===== src/rtl/zx_vram_pkg.sv =====
// Shared types and sizes for the ZX video-RAM arbiter.
package zx_vram_pkg;

    localparam int VRAM_AW = 19;
    localparam int VRAM_DW = 8;

    typedef enum logic [2:0] {
        IDLE    = 3'd0,
        SETUP   = 3'd1,
        STROBE1 = 3'd2,
        STROBE2 = 3'd3,
        HOLD    = 3'd4
    } vram_state_e;

    typedef enum logic {
        OWN_VIDEO = 1'b0,
        OWN_CPU   = 1'b1
    } vram_owner_e;

endpackage


===== src/rtl/zx_vram_arbiter.sv =====
// Single-SRAM arbiter: fixed 4-cycle accesses, video priority with CPU fairness.
// Define VRAM_CPU_WAIT_EN to drive a registered Z80 wait request on cpu_wait.
module zx_vram_arbiter
    import zx_vram_pkg::*;
#(
    parameter int AW = VRAM_AW,
    parameter int DW = VRAM_DW
) (
    input  logic          clk28,
    input  logic          rst,
    input  logic          video_req,
    input  logic [AW-1:0] video_addr,
    output logic          video_ack,
    output logic [DW-1:0] video_data,
    input  logic          cpu_req,
    input  logic          cpu_we,
    input  logic [AW-1:0] cpu_addr,
    input  logic [DW-1:0] cpu_wdata,
    output logic [DW-1:0] cpu_rdata,
    output logic          cpu_ack,
    output logic          cpu_wait,
    output logic [AW-1:0] va,
    input  logic [DW-1:0] vd_i,
    output logic [DW-1:0] vd_o,
    output logic          vd_oe,
    output logic          n_vrd,
    output logic          n_vwr
);

    vram_state_e state;
    vram_owner_e owner;
    logic        last_video;
    logic        we_q;

    logic v_cand, c_cand, pick_cpu, pick_video, arb;

    // A requester whose ack is showing this cycle has just been served.
    assign v_cand     = video_req & ~video_ack;
    assign c_cand     = cpu_req & ~cpu_ack;
    assign pick_cpu   = c_cand & (~v_cand | last_video);
    assign pick_video = v_cand & ~pick_cpu;
    assign arb        = (state == IDLE) || (state == HOLD);

    always_ff @(posedge clk28 or posedge rst) begin
        if (rst) begin
            state      <= IDLE;
            owner      <= OWN_VIDEO;
            last_video <= 1'b0;
            we_q       <= 1'b0;
            va         <= '0;
            vd_o       <= '0;
            vd_oe      <= 1'b0;
            n_vrd      <= 1'b1;
            n_vwr      <= 1'b1;
            video_ack  <= 1'b0;
            cpu_ack    <= 1'b0;
            video_data <= '0;
            cpu_rdata  <= '0;
        end else begin
            video_ack <= 1'b0;
            cpu_ack   <= 1'b0;
            case (state)
                IDLE, HOLD: begin
                    vd_oe <= 1'b0;
                    if (pick_cpu || pick_video) begin
                        state <= SETUP;
                        owner <= pick_cpu ? OWN_CPU : OWN_VIDEO;
                        va    <= pick_cpu ? cpu_addr : video_addr;
                        we_q  <= pick_cpu & cpu_we;
                        vd_oe <= pick_cpu & cpu_we;
                        if (pick_cpu) vd_o <= cpu_wdata;
                    end else begin
                        state <= IDLE;
                    end
                end
                SETUP: begin
                    state <= STROBE1;
                    n_vrd <= we_q;
                    n_vwr <= ~we_q;
                end
                STROBE1: state <= STROBE2;
                STROBE2: begin
                    state      <= HOLD;
                    n_vrd      <= 1'b1;
                    n_vwr      <= 1'b1;
                    last_video <= (owner == OWN_VIDEO);
                    if (owner == OWN_VIDEO) begin
                        video_ack  <= 1'b1;
                        video_data <= vd_i;
                    end else begin
                        cpu_ack <= 1'b1;
                        if (!we_q) cpu_rdata <= vd_i;
                    end
                end
                default: state <= IDLE;
            endcase
        end
    end

`ifdef VRAM_CPU_WAIT_EN
    logic cpu_busy;
    logic cpu_wait_q;

    // The CPU's own in-flight access must not re-raise wait.
    assign cpu_busy = !arb && (owner == OWN_CPU);

    always_ff @(posedge clk28 or posedge rst) begin
        if (rst) begin
            cpu_wait_q <= 1'b0;
        end else if (!cpu_req || (arb && pick_cpu)) begin
            cpu_wait_q <= 1'b0;
        end else if (!cpu_ack && !cpu_busy) begin
            cpu_wait_q <= 1'b1;
        end
    end

    assign cpu_wait = cpu_wait_q;
`else
    assign cpu_wait = 1'b0;
`endif

endmodule


===== config.mk =====
export PLATFORM = sky130hd
export DESIGN_NAME = zx_vram_arbiter
export DESIGN_NICKNAME = d
export VERILOG_FILES = /design/src/rtl/zx_vram_pkg.sv /design/src/rtl/zx_vram_arbiter.sv
export SDC_FILE = /design/constraint.sdc
export NUM_CORES = 1
export LEC_CHECK = 0
export ABC_CLOCK_PERIOD_IN_PS = 4800
export CORE_UTILIZATION = 46
export DETAILED_ROUTE_END_ITERATION = 12
export GPL_TIMING_DRIVEN = 0
export PLACE_DENSITY = 0.86
export REMOVE_ABC_BUFFERS = 1
export SLEW_MARGIN = 0
export SYNTH_ARGS = -nofsm -noshare
export SYNTH_HDL_FRONTEND = slang
export SYNTH_SLANG_ARGS = --single-unit

===== constraint.sdc =====
create_clock -name clk28 -period 4.8 [get_ports clk28]
set_input_delay 0.96 -clock clk28 [delete_from_list [all_inputs] [get_ports clk28]]
set_output_delay 0.96 -clock clk28 [all_outputs]
set_load 0.05 [all_outputs]

==> impl_metrics.yaml, run 1 <==
route:
  via_per_inst: 5.503
  detail-route-antenna-nets: 0
  first_pass_iters: 5
  drt-initial-drc-count: 114
  vias: 2157
  drcViolationCount: 0
  detail_route.wl_per_cell_um: 16.16
  wl_um: 6335
worst_hold_path:
  hp-start: "state[2]"
  whs_path_depth: 1
  hp-class: "flop to flop"
sta:
  slew_viol_final: 0
  post-route-period-util: 0.7729
  timing_hold_violations_final: 0
  setup_violations: 0
  post-route-min-period_ns: 3.710
  rsz0062_at_grt: "no"
  tns_ns: 0
  finalWorstSetupSlack_ns: 1.090
  worst_pin_slew_ns: 1.353
  whs_ns: 0.4733
  fin_skew_ns: 0.006281
  fmax_mhz: 269.5
  max_slew_margin: 0.09795
grt:
  antenna_found_initial: 0
  first_global_vias: 2166
  grt_max_degree: 43
  overflow: 0
  track_usage: 0.2245
  grt_pass1_wl_um: 10500
floorplan:
  num_rows: 26
  io_pins: 108
  fp.dieW_um: 77.07
  start_util: 0.4919
  die_area_mm2: 0.005940
  fp.coreArea_mm2: 0.005270
  die_h_um: 77.07
power_and_ir_drop:
  vdd_ir_drop_max_uv: 404.6
  p_total_mw: 2.808
  seqPwrFrac: 0.293
  clkPwrFrac: 0.087
  p_int_mw: 1.432
  p_sw_frac: 0.4898
  p_leak_nw: 1.664
  power_density_mw_per_mm2: 746.5
  pwr-share-comb: 0.620
  switchingPower_mw: 1.375
placed_design:
  gp_congestion: 0.7407
  dp_hpwl_um: 4426
  dp_cells: 384
  dpl_cell_area_mm2: 0.003675
  pre_cts_ws_ns: 0.7861
  port_buffers: 106
critical_path:
  worstPathRequired_ns: 4.98
  rr_worst_depth: 3
  cp-start-kind: "input port"
  timing.rr.start: "cpu_ack"
  critPathKind: "input port to flop"
  path_max_fanout: 42
  endpoint_kind: "flop"
  crit_path_start: "cpu_req"
  rrSetupSlack_ns: 1.92
  worstPathArrival_ns: 3.89
cells_and_area:
  diodes: 0
  final-seq-area_mm2: 0.001354
  nNetsFinal: 380
  fin_area_mm2: 0.003761
  syn2layout_area_growth_pct: 45.08
  num-fill-cells: 409
  drive_above_1_share: 0.06522
  fin_util: 0.7137
  layout.cells.non_filler: 392
  multi_input_area_mm2: 0.001066
cts:
  htree_num_levels: 2
  cts_root_buf: "clkbuf_8"
  ctsHoldBuffers: 0
  cts_sinks: 54
  clock_path_buffers: 2
  cts_resized: 0
  clk_latency_ns: 0.30
  cts_buffers: 5
  cts_tree: "yes"
  clk_transition_reported_paths_ns: 0.09
  cts_setup_buffers: 0
yosys:
  synth_warnings: 0
  synth_area_mm2: 0.002592
  syn_area_per_cell_um2: 11.37
  seq_area_frac_synth: 0.5222
  synth.distinct_cells: 32
  synth_edf_count: 0
  syn_inst: 228
  synth_ff_type: "dfrtp_1"
  synthArstFlopShare: 1.000
  synth_seq_cells: 54
run_status:
  status: "completed"
flow_run:
  cap_violations: 0
[metal layers]
metal  up-vias  share of wire  routed length [um]  GRT usage
met5         -              0                   0          0
met4         0          0.021                 136    0.08868
met3        13          0.062                 390    0.04762
met2        88           0.49                3091     0.3714
met1      1040           0.43                2716     0.2872
li1       1016              -                   -          -
[registers in the layout, summed over array words and instances, names as in the netlist]
register    cells
cpu_ack         1
cpu_rdata       8
last_video      1
n_vrd           1
n_vwr           1
owner           1
state           3
va             19
vd_o            8
vd_oe           1
video_ack       1
video_data      8
we_q            1
[power by group through the flow]
stage	registers [mW]	logic [mW]	clock network [mW]
2_1_floorplan	1.52	0.466	0
3_3_place_gp	0.816	1.71	0
3_5_place_dp	0.832	1.75	0
6_report	0.824	1.74	0.244
5_1_grt	0.858	1.83	0.271
4_1_cts	0.825	1.75	0.251
[final cells by class]
type	instances	area share
Clock buffer	6	0.01929
Tap cell	70	0.02329
Clock inverter	2	0.003659
Multi-Input combinational cell	132	0.2834
Inverter	20	0.01996
Sequential cell	54	0.3599
Timing Repair Buffer	108	0.2904
[critical path, cell delays in order]
cell and delay, ns:
clkdlybuf4s50_1 0.83, nand2b_1 0.86, or3_1 0.86, mux2_4 0.38
[worst paths after layout]
check | to
max reg2reg | va[11]
min reg2reg | state[1]
max in group asynchronous | va[7]
max | vd_o[3]
min | state[1]
min in group asynchronous | cpu_rdata[6]
[cell families (layout without fill, tap and decap cells)]
kind of cell           Yosys count  after routing  share of synthesized area
other                            1              1                   0.001446
multiplexers                    24             24                     0.1158
AND/OR/NAND/NOR                 42             42                     0.1154
flip-flops                      54             54                     0.5222
buffers and inverters           42            136                    0.06853
AO/OA/AOI/OAI                   65             65                     0.1766
[cells in the final DEF, fill, tap and decap left out]
cell type,instances
nand2_1,4
or2b_1,1
nor2b_1,1
buf_6,1
dfrtp_1,52
or3_1,1
a21oi_1,1
mux2_4,8
or2_1,1
and3b_1,21
clkbuf_8,5
nor3b_2,1
clkinv_2,1
o31ai_1,1
a221oi_1,19
a22oi_1,19
or3b_1,1
dfstp_2,2
inv_2,1
a22o_1,1
o21ai_1,1
and2_1,1
and2b_1,1
nor2_1,5
a21o_1,1
inv_1,19
clkbuf_1,1
clkinv_4,1
buf_12,1
conb_1,1
a32o_1,1
mux2_1,16
clkdlybuf4s50_1,106
o21ai_0,21
nand2b_1,4
[cell usage after synthesis (all sizes together) (2+ instances only)]
cell type | number | area share
a221oi | 19 | 0.064
a22oi | 19 | 0.055
and3b | 21 | 0.071
buf | 10 | 0.022
clkbuf | 12 | 0.017
dfrtp | 52 | 0.50
dfstp | 2 | 0.020
inv | 20 | 0.029
mux2 | 24 | 0.12
nand2 | 4 | 0.0058
nand2b | 4 | 0.0097
nor2 | 5 | 0.0072
o21ai | 22 | 0.042
No activity file was read; power rests on OpenSTA's default activity.
==> run 2, diff against run 1 <==
--- a/config.mk
+++ b/config.mk
@@ -5,11 +5,11 @@
 export SDC_FILE = /design/constraint.sdc
 export NUM_CORES = 1
 export LEC_CHECK = 0
-export ABC_CLOCK_PERIOD_IN_PS = 4800
-export CORE_UTILIZATION = 46
+export ABC_CLOCK_PERIOD_IN_PS = 3100
+export CORE_UTILIZATION = 39
 export DETAILED_ROUTE_END_ITERATION = 12
 export GPL_TIMING_DRIVEN = 0
-export PLACE_DENSITY = 0.86
+export PLACE_DENSITY = 0.78
 export REMOVE_ABC_BUFFERS = 1
 export SLEW_MARGIN = 0
 export SYNTH_ARGS = -nofsm -noshare
==> constraint.sdc (replaced) <==
create_clock -name clk28 -period 3.1 [get_ports clk28]
set_input_delay 0.62 -clock clk28 [delete_from_list [all_inputs] [get_ports clk28]]
set_output_delay 0.62 -clock clk28 [all_outputs]
set_load 0.05 [all_outputs]
==> impl_metrics.yaml, run 2 (synthesis results as in run 1) <==
cells_and_area:
  mostFrequentLayoutCell: "clkdlybuf4s50_1"
  syn2layout_area_growth_pct: 45.61
  diodes: 0
  max_flop_register: "va"
  layout.cells.non_filler: 398
  num-fill-cells: 551
  fin_util: 0.5911
  final_cell_mix: "106 x clkdlybuf4s50_1, 52 x dfrtp_1, 21 x o21ai_0, 21 x and3b_1"
  drive_above_1_share: 0.06854
  largest_reg_flops: 19
  nNetsFinal: 380
route:
  drcViolationCount: 0
  detail-route-antenna-nets: 0
  vias: 2061
  first_pass_iters: 4
  wl_um: 6217
  via_per_inst: 5.178
  detail_route.wl_per_cell_um: 15.62
  drt-initial-drc-count: 99
critical_path:
  worstPathArrival_ns: 2.93
  worstPathRequired_ns: 3.29
  cp_slowest_cell: "clkdlybuf4s50_1"
  path_max_fanout: 42
  cp-start-kind: "input port"
  endpoint_kind: "flop"
  rr_worst_depth: 3
  slowest_delay_ns: 0.87
  critPathKind: "input port to flop"
  rrSetupSlack_ns: 0.89
  path_cells: "clkdlybuf4s50_1 > nand2b_4 > or3_1 > mux2_4"
cts:
  htree_num_levels: 2
  cts_buffers: 5
  cts_root_buf: "clkbuf_8"
  clock_path_buffers: 2
  cts_sinks: 54
  cts_setup_buffers: 0
  cts_tree: "yes"
  clk_transition_reported_paths_ns: 0.09
  clk_latency_ns: 0.30
worst_hold_path:
  whs_path_depth: 1
  hp-class: "flop to flop"
placed_design:
  port_buffers: 106
  gp_congestion: 0.7131
  dp_cells: 391
  dp_hpwl_um: 4312
power_and_ir_drop:
  p_leak_nw: 1.657
  vdd_ir_drop_max_uv: 628.6
  power_density_mw_per_mm2: 1149
floorplan:
  start_util: 0.4060
  die_area_mm2: 0.006977
  die_h_um: 83.53
  io_pins: 108
  fp.dieW_um: 83.53
  fp.coreArea_mm2: 0.006386
  num_rows: 29
sta:
  slew_viol_final: 0
  setup_violations: 0
  fin_skew_ns: 0.009204
  fmax_mhz: 365.4
  rsz0062_at_grt: "no"
  worst_pin_slew_ns: 0.8189
  post-route-min-period_ns: 2.737
  max_slew_margin: 0.4541
  post-route-period-util: 0.8828
  timing_hold_violations_final: 0
grt:
  grt_pass1_wl_um: 10510
  overflow: 0
  antenna_found_initial: 0
  grt_max_degree: 43
  first_global_vias: 2126
  track_usage: 0.1869
flow_run:
  cap_violations: 0
run_status:
  status: "completed"
==> run 2: metal layers <==
metal  share of wire  track usage  up-vias  routed length [um]
li1                -            -     1007                   -
met1            0.45       0.2390      984                2806
met2            0.49       0.3271       62                3074
met3           0.039      0.03165        8                 244
met4           0.015      0.05239        0                  92
met5               0            0        -                   0
==> run 2: power by group <==
group	switching, mW	internal, mW	leakage [nW]
clock network	0.223	0.155	0.0362
logic	1.69	0.996	0.990
registers	0.208	1.06	0.631
total	2.12	2.21	1.66
==> run 2: what timing repair did <==
| item | CTS | global route |
|---|---|---|
| hold buffers | 0 | 0 |
| resized for setup | 1 | 1 |
| endpoints found under the setup margin | 30 | 6 |
| pin swaps | 0 | 0 |
==> run 2: path summary, 6_finish.rpt <==
check / start / endpoint
max: cpu_req / vd_o[0]
max reg2reg: cpu_ack / va[13]
min: state[2] / state[1]
min in group asynchronous: rst / vd_o[1]
max in group asynchronous: rst / n_vrd
min reg2reg: state[2] / state[1]
==> run 2: critical path: cells and delay by family <==
kind	cells	cell delay (ns)
buffers and inverters	1	0.87
AND/OR/NAND/NOR	2	1.04
multiplexers	1	0.38
==> run 2: stage by stage <==
stage | hold slack, ns | total power [mW] | setup WS, ns | TNS, ns | area [um^2]
after floorplan | 0.4271 | 3.067 | 0.5544 | 0 | 2490
after global placement | 0.4420 | 3.924 | -0.8358 | -15.24 | 3647
after detailed placement | 0.4463 | 3.985 | -0.5665 | -13.30 | 3684
after CTS | 0.4586 | 4.372 | 0.1572 | 0 | 3770
after global routing | 0.4795 | 4.579 | 0.2383 | 0 | 3775
final | 0.4561 | 4.337 | 0.3632 | 0 | 3775
==> run 2: cell type report <==
class | instances | area [um^2] | area share
sequential | 54 | 1354 | 0.3586
clock buffer | 5 | 68.82 | 0.01823
clock inverter | 2 | 15.01 | 0.003977
inverter | 20 | 75.07 | 0.01989
multi-input combinational | 132 | 1074 | 0.2844
tap | 77 | 96.34 | 0.02552
timing repair buffer | 108 | 1092 | 0.2894
